<file path="config.mk">
export PLATFORM = sky130hd
export DESIGN_NAME = mod20_display_decoder
export DESIGN_NICKNAME = d
export VERILOG_FILES = /design/src/rtl/mod20_pkg.sv /design/src/rtl/seg7_encode.sv /design/src/rtl/mod20_display_decoder.sv
export SDC_FILE = /design/constraint.sdc
export NUM_CORES = 1
export LEC_CHECK = 0
export CAP_MARGIN = 40
export CELL_PAD_IN_SITES_DETAIL_PLACEMENT = 1
export CELL_PAD_IN_SITES_GLOBAL_PLACEMENT = 1
export CORE_UTILIZATION = 43
export CTS_CLUSTER_DIAMETER = 40
export CTS_CLUSTER_SIZE = 12
export DETAILED_ROUTE_END_ITERATION = 16
export HOLD_SLACK_MARGIN = 0.12
export PLACE_DENSITY_LB_ADDON = 0.3
export SETUP_SLACK_MARGIN = 0.3
export SLEW_MARGIN = 0
export SYNTH_ARGS = -nofsm -noshare
export SYNTH_HDL_FRONTEND = slang
export SYNTH_SLANG_ARGS = --single-unit
</file>
<file path="constraint.sdc">
create_clock -name clk_50M -period 2.7 [get_ports clk_50M]
set_input_delay 0.81 -clock clk_50M [delete_from_list [all_inputs] [get_ports clk_50M]]
set_output_delay 0.81 -clock clk_50M [all_outputs]
set_load 0.01 [all_outputs]
</file>
<file path="src/rtl/mod20_pkg.sv">
// Shared constants for the mod-20 count bus receiver: widths, direction codes,
// wrap helpers and the active-high 7-segment glyph table.
package mod20_pkg;

    localparam int MOD_N = 20;
    localparam int CNT_W = 5;

    localparam logic [CNT_W-1:0] CNT_LAST = CNT_W'(MOD_N - 1);

    typedef enum logic [1:0] {
        DIR_NONE = 2'b00,
        DIR_UP   = 2'b01,
        DIR_DOWN = 2'b10,
        DIR_JUMP = 2'b11
    } dir_t;

    localparam logic [6:0] SEG_BLANK = 7'h00;

    // Segment order {g,f,e,d,c,b,a}; codes 10..15 are padded blank so a raw
    // 4-bit BCD index can never select outside the table.
    localparam logic [15:0][6:0] SEG_TABLE = {
        SEG_BLANK, SEG_BLANK, SEG_BLANK, SEG_BLANK, SEG_BLANK, SEG_BLANK,
        7'h6F, 7'h7F, 7'h07, 7'h7D, 7'h6D, 7'h66, 7'h4F, 7'h5B, 7'h06, 7'h3F
    };

    function automatic logic [CNT_W-1:0] mod_inc(input logic [CNT_W-1:0] v);
        return (v == CNT_LAST) ? '0 : v + 5'd1;
    endfunction

    function automatic logic [CNT_W-1:0] mod_dec(input logic [CNT_W-1:0] v);
        return (v == '0) ? CNT_LAST : v - 5'd1;
    endfunction

endpackage

</file>
<file path="src/rtl/seg7_encode.sv">
// Combinational BCD to active-high 7-segment glyph, with a blanking override.
module seg7_encode
    import mod20_pkg::*;
(
    input  logic [3:0] bcd,
    input  logic       blank,
    output logic [6:0] seg
);

    always_comb begin
        seg = SEG_BLANK;
        if (!blank) begin
            seg = SEG_TABLE[bcd];
        end
    end

endmodule

</file>
<file path="src/rtl/mod20_display_decoder.sv">
// Receives the mod-20 count bus, classifies each change and scans the value
// onto a two-digit multiplexed 7-segment display.
module mod20_display_decoder
    import mod20_pkg::*;
#(
    parameter int REFRESH_DIV    = 50000,
    parameter bit SEG_ACTIVE_LOW = 1'b1
) (
    input  logic             clk_50M,
    input  logic             reset,
    input  logic [CNT_W-1:0] count_in,
    output logic [6:0]       seg,
    output logic [1:0]       an,
    output logic             dp,
    output logic [1:0]       dir,
    output logic             step_pulse,
    output logic             range_err
);

    localparam int RW = (REFRESH_DIV > 2) ? $clog2(REFRESH_DIV) : 1;
    localparam logic [RW-1:0] REFRESH_LAST = RW'(REFRESH_DIV - 1);

    localparam logic [6:0] SEG_OFF = SEG_ACTIVE_LOW ? 7'h7F : 7'h00;
    localparam logic [1:0] AN_OFF  = SEG_ACTIVE_LOW ? 2'b11 : 2'b00;
    localparam logic       DP_OFF  = SEG_ACTIVE_LOW;

    logic [CNT_W-1:0] count_q_reg;
    logic [CNT_W-1:0] cur_q_reg;
    logic             have_hist_reg;
    dir_t             dir_reg;
    logic             step_pulse_reg;
    logic             range_err_reg;

    logic [RW-1:0]    refresh_reg;
    logic             digit_sel_reg;
    logic [6:0]       seg_reg;
    logic [1:0]       an_reg;
    logic             dp_reg;

    logic             tens;
    logic [3:0]       units;
    logic [6:0]       glyph;

    // Plain input sample stage; reset is irrelevant because the check stage
    // ignores count_q while reset is held.
    always_ff @(posedge clk_50M) begin
        count_q_reg <= count_in;
    end

    always_ff @(posedge clk_50M) begin
        if (reset) begin
            cur_q_reg      <= '0;
            have_hist_reg  <= 1'b0;
            dir_reg        <= DIR_NONE;
            step_pulse_reg <= 1'b0;
            range_err_reg  <= 1'b0;
        end else begin
            step_pulse_reg <= 1'b0;
            if (count_q_reg > CNT_LAST) begin
                range_err_reg <= 1'b1;
            end else if (!have_hist_reg) begin
                // First legal sample only seeds history; there is no prior value to compare.
                cur_q_reg     <= count_q_reg;
                have_hist_reg <= 1'b1;
            end else if (count_q_reg != cur_q_reg) begin
                cur_q_reg      <= count_q_reg;
                step_pulse_reg <= 1'b1;
                if (count_q_reg == mod_inc(cur_q_reg)) begin
                    dir_reg <= DIR_UP;
                end else if (count_q_reg == mod_dec(cur_q_reg)) begin
                    dir_reg <= DIR_DOWN;
                end else begin
                    dir_reg <= DIR_JUMP;
                end
            end
        end
    end

    always_comb begin
        tens  = (cur_q_reg >= 5'd10);
        units = tens ? 4'(cur_q_reg - 5'd10) : cur_q_reg[3:0];
    end

    seg7_encode u_seg7 (
        .bcd   (digit_sel_reg ? {3'b000, tens} : units),
        .blank (digit_sel_reg && !tens),
        .seg   (glyph)
    );

    always_ff @(posedge clk_50M) begin
        if (reset) begin
            refresh_reg   <= '0;
            digit_sel_reg <= 1'b0;
            seg_reg       <= SEG_OFF;
            an_reg        <= AN_OFF;
            dp_reg        <= DP_OFF;
        end else begin
            if (refresh_reg == REFRESH_LAST) begin
                refresh_reg   <= '0;
                digit_sel_reg <= ~digit_sel_reg;
            end else begin
                refresh_reg <= refresh_reg + 1'b1;
            end
            seg_reg <= glyph ^ {7{SEG_ACTIVE_LOW}};
            an_reg  <= (digit_sel_reg ? 2'b10 : 2'b01) ^ {2{SEG_ACTIVE_LOW}};
            dp_reg  <= (!digit_sel_reg && range_err_reg) ^ SEG_ACTIVE_LOW;
        end
    end

    assign seg        = seg_reg;
    assign an         = an_reg;
    assign dp         = dp_reg;
    assign dir        = dir_reg;
    assign step_pulse = step_pulse_reg;
    assign range_err  = range_err_reg;

endmodule

</file>
== After elaboration in Yosys (flattened, before gate mapping) ==
Memories as Yosys holds them, arrays and structs flattened.
Index checks and enable logic that the tools add are counted.
Word-level totals
  register bits: 42
  memory bits (read-only): 112
  input port bits: 7
  memories kept: 1
Operators by class
  add/sub/neg operators: 4
  magnitude comparators: 3
  equality and inequality tests: 6
  muxes and demuxes: 12
  bitwise gates (word level): 6
  reduce and logical (&&, ||, !) cells: 9
Memories
  (no name shown): depth 16, width 7, read ports 1, clocked after Yosys merged registers in 0, write ports 0, RTL line seg7_encode.sv:13  | seg = SEG_TABLE[bcd];
Operator list (number)
  two-way mux 5 bit: 4
  adder 16 x 1 -> 16 bit (second input constant): 1
  equality test 16 bit (second input constant): 1
  two-way mux 7 bit: 2
  equality test 5 bit: 2
  two-way mux 4 bit: 2
  inverter 7 bit: 1
  adder 5 x 1 -> 5 bit (second input constant): 1
  equality test 5 bit (second input constant): 1
  greater-or-equal comparator 5 x 4 -> 1 bit (second input constant): 1
  > comparator 5 bit (second input constant): 1
  zero test 5 bit: 1
  < comparator 4 x 5 -> 1 bit (second input constant): 1
  != test 5 bit: 1
  subtractor 5 x 1 -> 5 bit (second input constant): 1
  two-way mux 2 bit: 2
  inverter 1 bit: 4
  subtractor 4 bit (second input constant): 1
  AND reduction 3 bit: 1
  OR reduction 3 bit: 1
  logical AND 1 bit: 2
  zero test 1 bit: 2
  two-way mux 1 bit: 2
  != test 2 x 1 -> 1 bit (second input constant): 1
  other kinds (3): 3

== Logic depth before layout (Yosys ltp) ==
  depth after elaboration: 7
  gate-level depth with buffers: 11
  mapped depth without buffers: 10

== Hierarchy ==
Synthesis repeated with hierarchy kept, for this count alone.
Second synthesis, totals
  cells, all modules: 257
  area, all modules: 2220.9 um2
Modules (own cells, without submodules)
  mod20_display_decoder: instances 1, cells each 226, area an instance 1988.2 um2
  seg7_encode: instances 1, cells each 31, area an instance 232.7 um2

== Least setup slack after synthesis ==
No wires, ideal clock.
  kind: reg2reg
  from: reg cur_q_reg[0]
  to: reg seg_reg[6] (netlist: seg[6])
  arrival time: 2.389 ns
  required time: 2.584 ns
  setup slack: 0.195 ns
  stages on the path, launching flop included: 12
  path buffers: 1
  cells stage by stage: dfxtp_1 clkbuf_1 inv_1 ha_1 nor2b_1 o21ai_1 a21oi_1 or2_2 nor2b_1 ha_1 or2_1 a31o_1
Between the ends
  cells in the longest elaborated chain, start to end: 7
  elaborated cells on any way between the ends: 10
Ends and longest elaborated chain
  start, declared: RTL line mod20_display_decoder.sv:28  | logic [CNT_W-1:0] cur_q_reg;
  start signal, assigned: RTL line mod20_display_decoder.sv:63  | cur_q_reg <= count_q_reg;
  start signal, assigned: RTL line mod20_display_decoder.sv:66  | cur_q_reg <= count_q_reg;
  subtractor 4 bit / greater-or-equal comparator 5 x 4 -> 1 bit (equally long branches): RTL line mod20_display_decoder.sv:81, mod20_display_decoder.sv:80
  two-way mux 4 bit: RTL line mod20_display_decoder.sv:81  | units = tens ? 4'(cur_q_reg - 5'd10) : cur_q_reg[3:0];
  two-way mux 4 bit: RTL line mod20_display_decoder.sv:85  | .bcd (digit_sel_reg ? {3'b000, tens} : units),
  memory (16 x 7 bit)
  two-way mux 7 bit (not written as such): RTL line seg7_encode.sv:13
  two-way mux 7 bit *: RTL line seg7_encode.sv:12  | if (!blank) begin
  inverter 7 bit (no line) *
  end signal, assigned: RTL line mod20_display_decoder.sv:104  | seg_reg <= glyph ^ {7{SEG_ACTIVE_LOW}};
  end, declared: RTL line mod20_display_decoder.sv:36  | logic [6:0] seg_reg;
Mark *: on every way between the ends. The rest lies on a longest branch, timed or not. The select of a mux whose other input is x is not followed.
A chain may end at the register's enable or synchronous reset.

== Worst setup path in the final report ==
  from: reg cur_q_reg[1]
  to: reg seg_reg[6] (netlist: seg[6])
The elaborated chain is that of the path after synthesis.

==> summary.md <==
| Metric | Value |
|---|---|
| Clk_lat worst skew | 0.30 ns |
| Final WS setup | between 0.3 and 0.4 ns |
| Most frequent cells in the layout | dfxtp_1, nor2_1, xor2_1, clkdlybuf4s50_1, a21oi_1 |
| Leading cell type in the layout, fill and taps excluded | dfxtp_1 |
| Worst hold endpoint | range_err |
| Hold Crit Start | range_err |
| Clock slew at reported path FFs | 0.09 ns |
| First-pass GRT wire length | 8514 um |
| Primary FF master, synth | dfxtp_1 |
| DP Cell Count | between 300 and 400 |
| Multi-input logic area | 1321 sq um |
| Num rows | 25 |
| Synth Warn # | 0 |
| CTS H-tree depth | 2 |
| Max-slew violation count | 0 |
| Tot GR Track Use | 20.41% |
| Worst r2r path cells | 10 |
| Async SR Flop Fraction | 0% |
| Critical path arrival | 2.53 ns |
| Largest net degree at the start of global routing | 16 |
| Wirelength per Cell | around 15 um |
| Dpl cell area | approximately 2500 sq um |
| Startpoint types | register |
| Cts bufs inserted | 5 |
| Max Root-Sink Buffers | 2 |
| GR Overflow Total | 0 |
| FF+latch count, synth | 42 |
| Cts hold-fix bufs | 0 |
| Run status | finished clean |
| Final core utilization | 54.79% |
| Syn_area_per_cell | 8.768 sq um |
| Cell variety after synth | 53 |
| Maximum operating frequency | ~0.43 GHz |
| Maximum VDD drop | about 0.00031 V |
| Hold Path Cell Cnt | 2 |
| Synth Cell Area | around 2200 sq um |
| Actual slew at the worst max-slew pin | 0.6248 ns |
| Final setup violation count | 0 |
| CP Capture Type | register |
| Clock Sink Count | 42 |
| Register area | 840.8 sq um |
| DR vias | 1829 |
| Kind of critical path | register to register |
| Mapped Cells | 254 |
| Clk Tree Root Cell | clkbuf_8 |
| Fill cells | 580 |
| Met1 usage | about a quarter |
| Die footprint | 5471 sq um |
| Min-delay worst type | register to register |
| Vias per cell | 5.271 |
| Power consumption | 1.391 mW |
| Starting DRT DRC Count | 78 |
| I/O Buffers | 20 |
| DRC | 0 |
| CP Max Fanout | 7 |
| Worst slack, placed | roughly 0.28 ns |
| Antenna diodes | 0 |
| Routability Congestion | slightly above 0.8 |
| Final Cycle Share | 86.75% |
| M3 GR Usage | 4.065% |
| Post-route cell area | 2656 sq um |
| Tmin final | around 2.3 ns |
| Initial Utilization | 45.94% |
| Lkg Pwr | 1.041 nW |
| Critical R2R Capture | seg[6] |
| RSZ-0062 raised after global routing | false |
| Die width | 73.97 um |
| Post-synthesis sequential area ratio | 37.75% |
| Setup TNS | 0 ns |
| Hold_ws | 0.4746 ns |
| Post-DP HPWL | 3692 um |
| CTS tree | yes |
| Reg-to-reg critical path startpoint | cur_q_reg[1] |
| Req. time, crit path | 2.89 ns |
| Post-synth EDFFs | 0 |
| Top Usage Layer GRT | met2 |
| Clk_skew | 0.007442 ns |
| Core Box Area | 4848 sq um |
| Final #Nets | 298 |
| PwrDens | ~520 nW/um^2 |
| Max reg flops | 16 |
| Post-DRT Antenna Nets | 0 |
| Die height | roughly 74 um |
| Met2 Track Usage GR | ~36% |
| Fraction of layout instances using a drive strength above 1 | 13.21% |
| Syn-to-layout area delta | 19.27% |
| Maxcap violations | 0 |
| Finished Layout Cells | 347 |
| Final hold violation count | 0 |
| Flop2flop setup slack | 0.36 ns |
| Relative slew slack | between 50% and 60% |
| Total iterations of the first detailed-routing run | 4 |
| Num ports | 21 |
| Number of global-route vias before repair | 1834 |
| Antenna violations before repair | 0 |
| Syn Nets | around 270 |
| Routed WL | 5064 um |
==> cell usage after synthesis (all sizes together) (7+ instances only) <==
cell    number  area [sq um]
nand3        7         35.03
ha          12         150.1
nand2b       9         56.30
a21oi       15         82.58
nor2b        7         51.30
nand2        9         33.78
xor2        20         175.2
nor2        33         123.9
nor3        11         60.06
xnor2        9         78.83
dfxtp       42         840.8
inv         12         45.04
clkbuf       7         26.28
==> routing by layer <==
| metal | vias to the layer above | routed length (um) |
|---|---|---|
| li1 | 919 | - |
| met1 | 872 | 2338 |
| met2 | 30 | 2511 |
| met3 | 8 | 145 |
| met4 | 0 | 69 |
| met5 | - | 0 |
==> what timing repair did <==
item                       4_1_cts  5_1_grt
pin swaps                        0        1
buffers inserted                 0        1
resized for setup                1        6
setup endpoints to repair        1        5
==> critical path: stages, from the launching register on <==
cell	delay (ns)
dfxtp_1	0.33
buf_4	0.16
ha_1	0.19
nor2b_4	0.14
o21ai_4	0.18
a21oi_1	0.11
or2_2	0.29
nor2b_1	0.16
ha_1	0.17
or2_1	0.25
a31o_1	0.23
==> worst max path at each step <==
stage                     cells past startpoint          from     end  slack [ns]
after global routing                         10  cur_q_reg[1]  seg[6]        0.28
after CTS                                    10  cur_q_reg[1]  seg[6]        0.34
final                                        10  cur_q_reg[1]  seg[6]        0.36
after global placement                        5         reset  seg[3]        0.31
after detailed placement                      5         reset  seg[3]        0.28
after floorplan                              11  cur_q_reg[0]  seg[6]        0.38
==> power breakdown <==
group / total [mW] / switching (mW) / internal (mW)
Clock: 0.409 / 0.227 / 0.182
Combinational: 0.296 / 0.149 / 0.147
Sequential: 0.687 / 0.0275 / 0.659
==> logic make-up after synthesis <==
group	synth area share (%)
compound gates	15.56
xor+xnor	11.40
fa+ha+maj	6.741
buf+inv	4.550
simple gates	23.99
flops	37.75
==> area by class of cell <==
type / instances / area share, %
clock buffers: 5 / 2.591
inverters: 12 / 1.696
flip-flops and latches: 42 / 31.65
clock inverters: 3 / 0.8008
repair buffers: 30 / 10.36
multi-input cells: 188 / 49.74
well taps: 67 / 3.156
(Power assumes the default switching activity.)
==> RTL edit 1, RTL diff (config.mk and constraints unchanged) <==
The parameter `REFRESH_DIV` goes from 50000 to 100000.
--- a/src/rtl/mod20_display_decoder.sv
+++ b/src/rtl/mod20_display_decoder.sv
@@ -3,7 +3,7 @@
 module mod20_display_decoder
     import mod20_pkg::*;
 #(
-    parameter int REFRESH_DIV    = 50000,
+    parameter int REFRESH_DIV    = 100000,
     parameter bit SEG_ACTIVE_LOW = 1'b1
 ) (
     input  logic             clk_50M,
Formal check against the unedited RTL: same outputs for any inputs over 10 cycles, from zero or initial values and one cycle with reset high; that may be too few to reach the edited logic, so the function may still have changed.
==> RTL edit 1 against the unedited design <==
Total power up 9.2%; cell area up 4.1%; critical path type unchanged; clock power up 24%; setup slack better by 0.17 ns; sequential cell count up 1; area after synthesis up 5.1%; maximum frequency up 7.9%; critical endpoint is now seg[5]; routed wire length up 6.3%.
==> RTL edit 1: results (changes against the unedited design) <==
metric;value;unit;change
Largest register FFs;17;;+1
share of cells above drive strength 1;13.49;%;+0.28 points
Crit Path Max Fanout;5;;-2
worst min path class;reg -> reg;;
initial DRC count;61;;-22%
outcome;finished clean;;
Clock Pin Slew Worst Setup and Hold Paths;0.09;ns;about the same
synth top area cells;dfxtp_1, ha_1, xnor2_1, nor2_1, xor2_1;;
# nets final;307;;+3.0%
worst slew pin tran;0.5905;ns;-0.03432 ns
Antenna Cells;0;;unchanged
Synth top cells by count;dfxtp_1, nor2_1, inv_1, xnor2_1, nand2_1;;
DR vias/cell;5.298;;+0.52%
Final Non-Filler Cells;359;;+3.5%
global-route wire length before repair;9045;µm;+6.2%
net count after synthesis;285;;+4.4%
Inst Count DP;347;;+2.7%
Synth Warn #;0;;unchanged
initial antenna violation count;0;;unchanged
Max Root-Sink Buffers;2;;unchanged
H-tree levels;2;;unchanged
CP Data Arrival Time;2.38;ns;-0.15 ns
clock skew;0.006095;ns;-0.001346 ns
CTS buffer count;5;;unchanged
VDD IR-drop max;0.0003487;V;+11%
Worst-Skew Late Latency;0.29;ns;
Final HPWL DP;3846;µm;+4.2%
DR WL/cell;14.99;µm;+2.7%
Post-synth ARST share;0;%;unchanged
Setup violations, final;0;;unchanged
CP max stage cell;or3_4;;
RePlAce Congestion;0.7963;;-3.2%
root cell of the clock tree;clkbuf_8;;
number of global-route vias before repair;1891;;+3.1%
Avg Inst Size Synth;8.796;µm²;+0.32%
post-synthesis sequential area ratio;36.79;%;-0.96 points
pre-CTS WS;0.04948;ns;-0.2322 ns
1st-pass router iterations;4;;unchanged
largest net degree at the start of global routing;18;;+2
Critical Path Max Stage Delay;0.37;ns;+0.04 ns
Distinct cells, synth;56;;+5.7%
PortBufs;20;;unchanged
LEAKAGE;0.001067;µW;+2.4%
GRT Util Overall;21.15;%;+0.74 points
Main synth FF type;dfxtp_1;;
Fill cells;605;;+4.3%
RTL edit 1: worst max-delay path: cells and delay by family, from the launching register on:
kind,cells,cell delay (ns)
adder cells (fa/ha/maj),2,0.43
buffers and inverters,2,0.16
flip-flops,1,0.35
AO/OA/AOI/OAI,3,0.56
AND/OR/NAND/NOR,3,0.59
RTL edit 1: worst paths after layout:
kind | start | to | slack, ns | depth (start not counted)
max | cur_q_reg[0] | seg[5] | 0.53 | 10
min | refresh_reg[0] | refresh_reg[0] | 0.46 | 1
max reg2reg | cur_q_reg[0] | seg[5] | 0.53 | 10
min reg2reg | refresh_reg[0] | refresh_reg[0] | 0.46 | 1
RTL edit 1: where the power goes:
part	switching (µW)	internal, µW
Sequential	24.6	674
Combinational	164	150
Clock	230	276
RTL edit 1: routing by layer:
metal	vias to the layer above	GRT usage, %	share of wire, %
li1	948	-	-
met1	923	26.19	45
met2	27	37.46	52
met3	4	3.968	2.1
met4	0	5.556	0.65
met5	-	0	0
RTL edit 1: kinds of logic (layout without fill, tap and decap cells):
kind of cell	Yosys count	count (layout)	synth area share, %
muxes	1	1	0.4278
xor gates and xnor gates	29	29	10.86
DFF	43	43	36.79
AOI/OAI and AO/OA	51	51	16.63
and+or+nand+nor	100	100	22.57
adders and majority gates	12	12	6.417
buffers and inverters	30	53	6.310
RTL edit 1: final cells by class:
cell class | count | area (µm²) | area share [%]
multi-input combinational | 193 | 1371 | 49.59
sequential | 43 | 865.8 | 31.31
timing repair buffer | 29 | 267.8 | 9.683
tap | 70 | 87.58 | 3.167
clock buffer | 5 | 68.82 | 2.489
inverter | 16 | 60.06 | 2.172
clock inverter | 3 | 43.79 | 1.584
RTL edit 1: stage by stage:
step / hold slack, ns / area (µm²)
floorplan: 0.4107 / 2340
global route: 0.4814 / 2765
CTS: 0.4612 / 2709
detailed placement: 0.4489 / 2577
global placement: 0.4273 / 2577
finish: 0.4574 / 2765
RTL edit 1: timing repair:
item | 4_1_cts | 5_1_grt
pin swaps | 0 | 2
setup buffers | 0 | 4
endpoints found under the setup margin | 7 | 7
resized for setup | 6 | 5
==> RTL edit 2, RTL diff (same settings) <==
Without the edit above. Add an input register stage for `count_in`; this delays it by one clock.
--- a/src/rtl/mod20_display_decoder.sv
+++ b/src/rtl/mod20_display_decoder.sv
@@ -24,6 +24,12 @@
     localparam logic [1:0] AN_OFF  = SEG_ACTIVE_LOW ? 2'b11 : 2'b00;
     localparam logic       DP_OFF  = SEG_ACTIVE_LOW;
 
+    logic [CNT_W-1:0] count_r;
+
+    always_ff @(posedge clk_50M) begin
+        count_r <= count_in;
+    end
+
     logic [CNT_W-1:0] count_q_reg;
     logic [CNT_W-1:0] cur_q_reg;
     logic             have_hist_reg;
@@ -44,7 +50,7 @@
     // Plain input sample stage; reset is irrelevant because the check stage
     // ignores count_q while reset is held.
     always_ff @(posedge clk_50M) begin
-        count_q_reg <= count_in;
+        count_q_reg <= count_r;
     end
 
     always_ff @(posedge clk_50M) begin
Formal check against the unedited RTL: not equivalent (a bounded check fails within 4 cycles, from zero or initial values and one cycle with reset high).
==> RTL edit 2 against the unedited design <==
Total power up 4.5%; clock skew is essentially flat; sequential cell count increased by 5; cell area is 2.0% higher; area after synthesis increased by 3.4%; combinational power is 5% lower; sequential share of layout area increased by 3.2 points; maximum frequency up 5.1%; synthesized cell count increased by 2.8%; setup slack improved by 0.11 ns; routed wire length decreased by 3.9%; largest cell class unchanged.
==> RTL edit 2: results (changes against the unedited design) <==
metric;value;unit;change
outcome;finished clean;;
DR WL/cell;13.75;µm;-5.8%
Fill cells;627;;+8.1%
RePlAce Congestion;0.7617;;-7.4%
Final HPWL DP;3551;µm;-3.8%
final wirelength;4866;µm;-3.9%
DR vias/cell;5.167;;-2.0%
Clk power;418;µW;+2%
number of global-route vias before repair;1728;;-5.8%
cell count after synthesis;261;;+2.8%
post-synthesis sequential area ratio;40.85;%;+3.1 points
Row Count;26;;+4.0%
# nets final;302;;+1.3%
Critical Path Max Stage Delay;0.41;ns;+0.08 ns
sequential power share;51.9;%;+2.5 points
LEAKAGE;0.001040;µW;about the same
Distinct cells, synth;48;;-9.4%
Resized cells post-CTS;4;;+3
net count after synthesis;280;;+2.6%
global-route wire length before repair;8197;µm;-3.7%
Inst Count DP;345;;+2.1%
clock skew;0.007154;ns;-0.0002873 ns
GRT Util Overall;19.44;%;-0.96 points
VDD IR-drop max;0.0003228;V;+2.8%
Setup crit start;cur_q_reg[0];;
synth top area cells;dfxtp_1, ha_1, nor2_1, xnor2_1, xor2_1;;
clock network area share;3.139;%;-0.25 points
Synth top cells by count;dfxtp_1, nor2_1, xnor2_1, xor2_1;;
Non-clk bufs;28;;-6.7%
share of cells above drive strength 1;11.97;%;-1.2 points
CP max stage cell;or3_4;;
non-clock buffer share of cell area;9.603;%;-0.76 points
Adder-Cell Fraction of Synth Area;6.518;%;-0.22 points
-- RTL edit 2: changes by cell type in the layout (fill, tap and decap cells not counted), sizes merged, moves of 5 or more --
cell,unedited run,this run
xor2,20,14
nor3,11,4
xnor2,9,16
nor2,33,38
dfxtp,42,47
o21ai,6,11
-- RTL edit 2: path summary, 6_finish.rpt --
check	end	slack, ns	depth (start not counted)
hold reg to reg	count_q_reg[4]	0.33	0
setup reg to reg	seg[3]	0.47	10
setup / recovery	seg[3]	0.47	10
hold / removal	count_q_reg[4]	0.33	0
-- RTL edit 2: routing by layer --
metal | wire length [µm] | vias up | global-route usage, %
li1 | - | 921 | -
met1 | 2402 | 878 | 26.28
met2 | 2294 | 25 | 31.23
met3 | 114 | 5 | 4.016
met4 | 55 | 0 | 6.173
met5 | 0 | - | 0
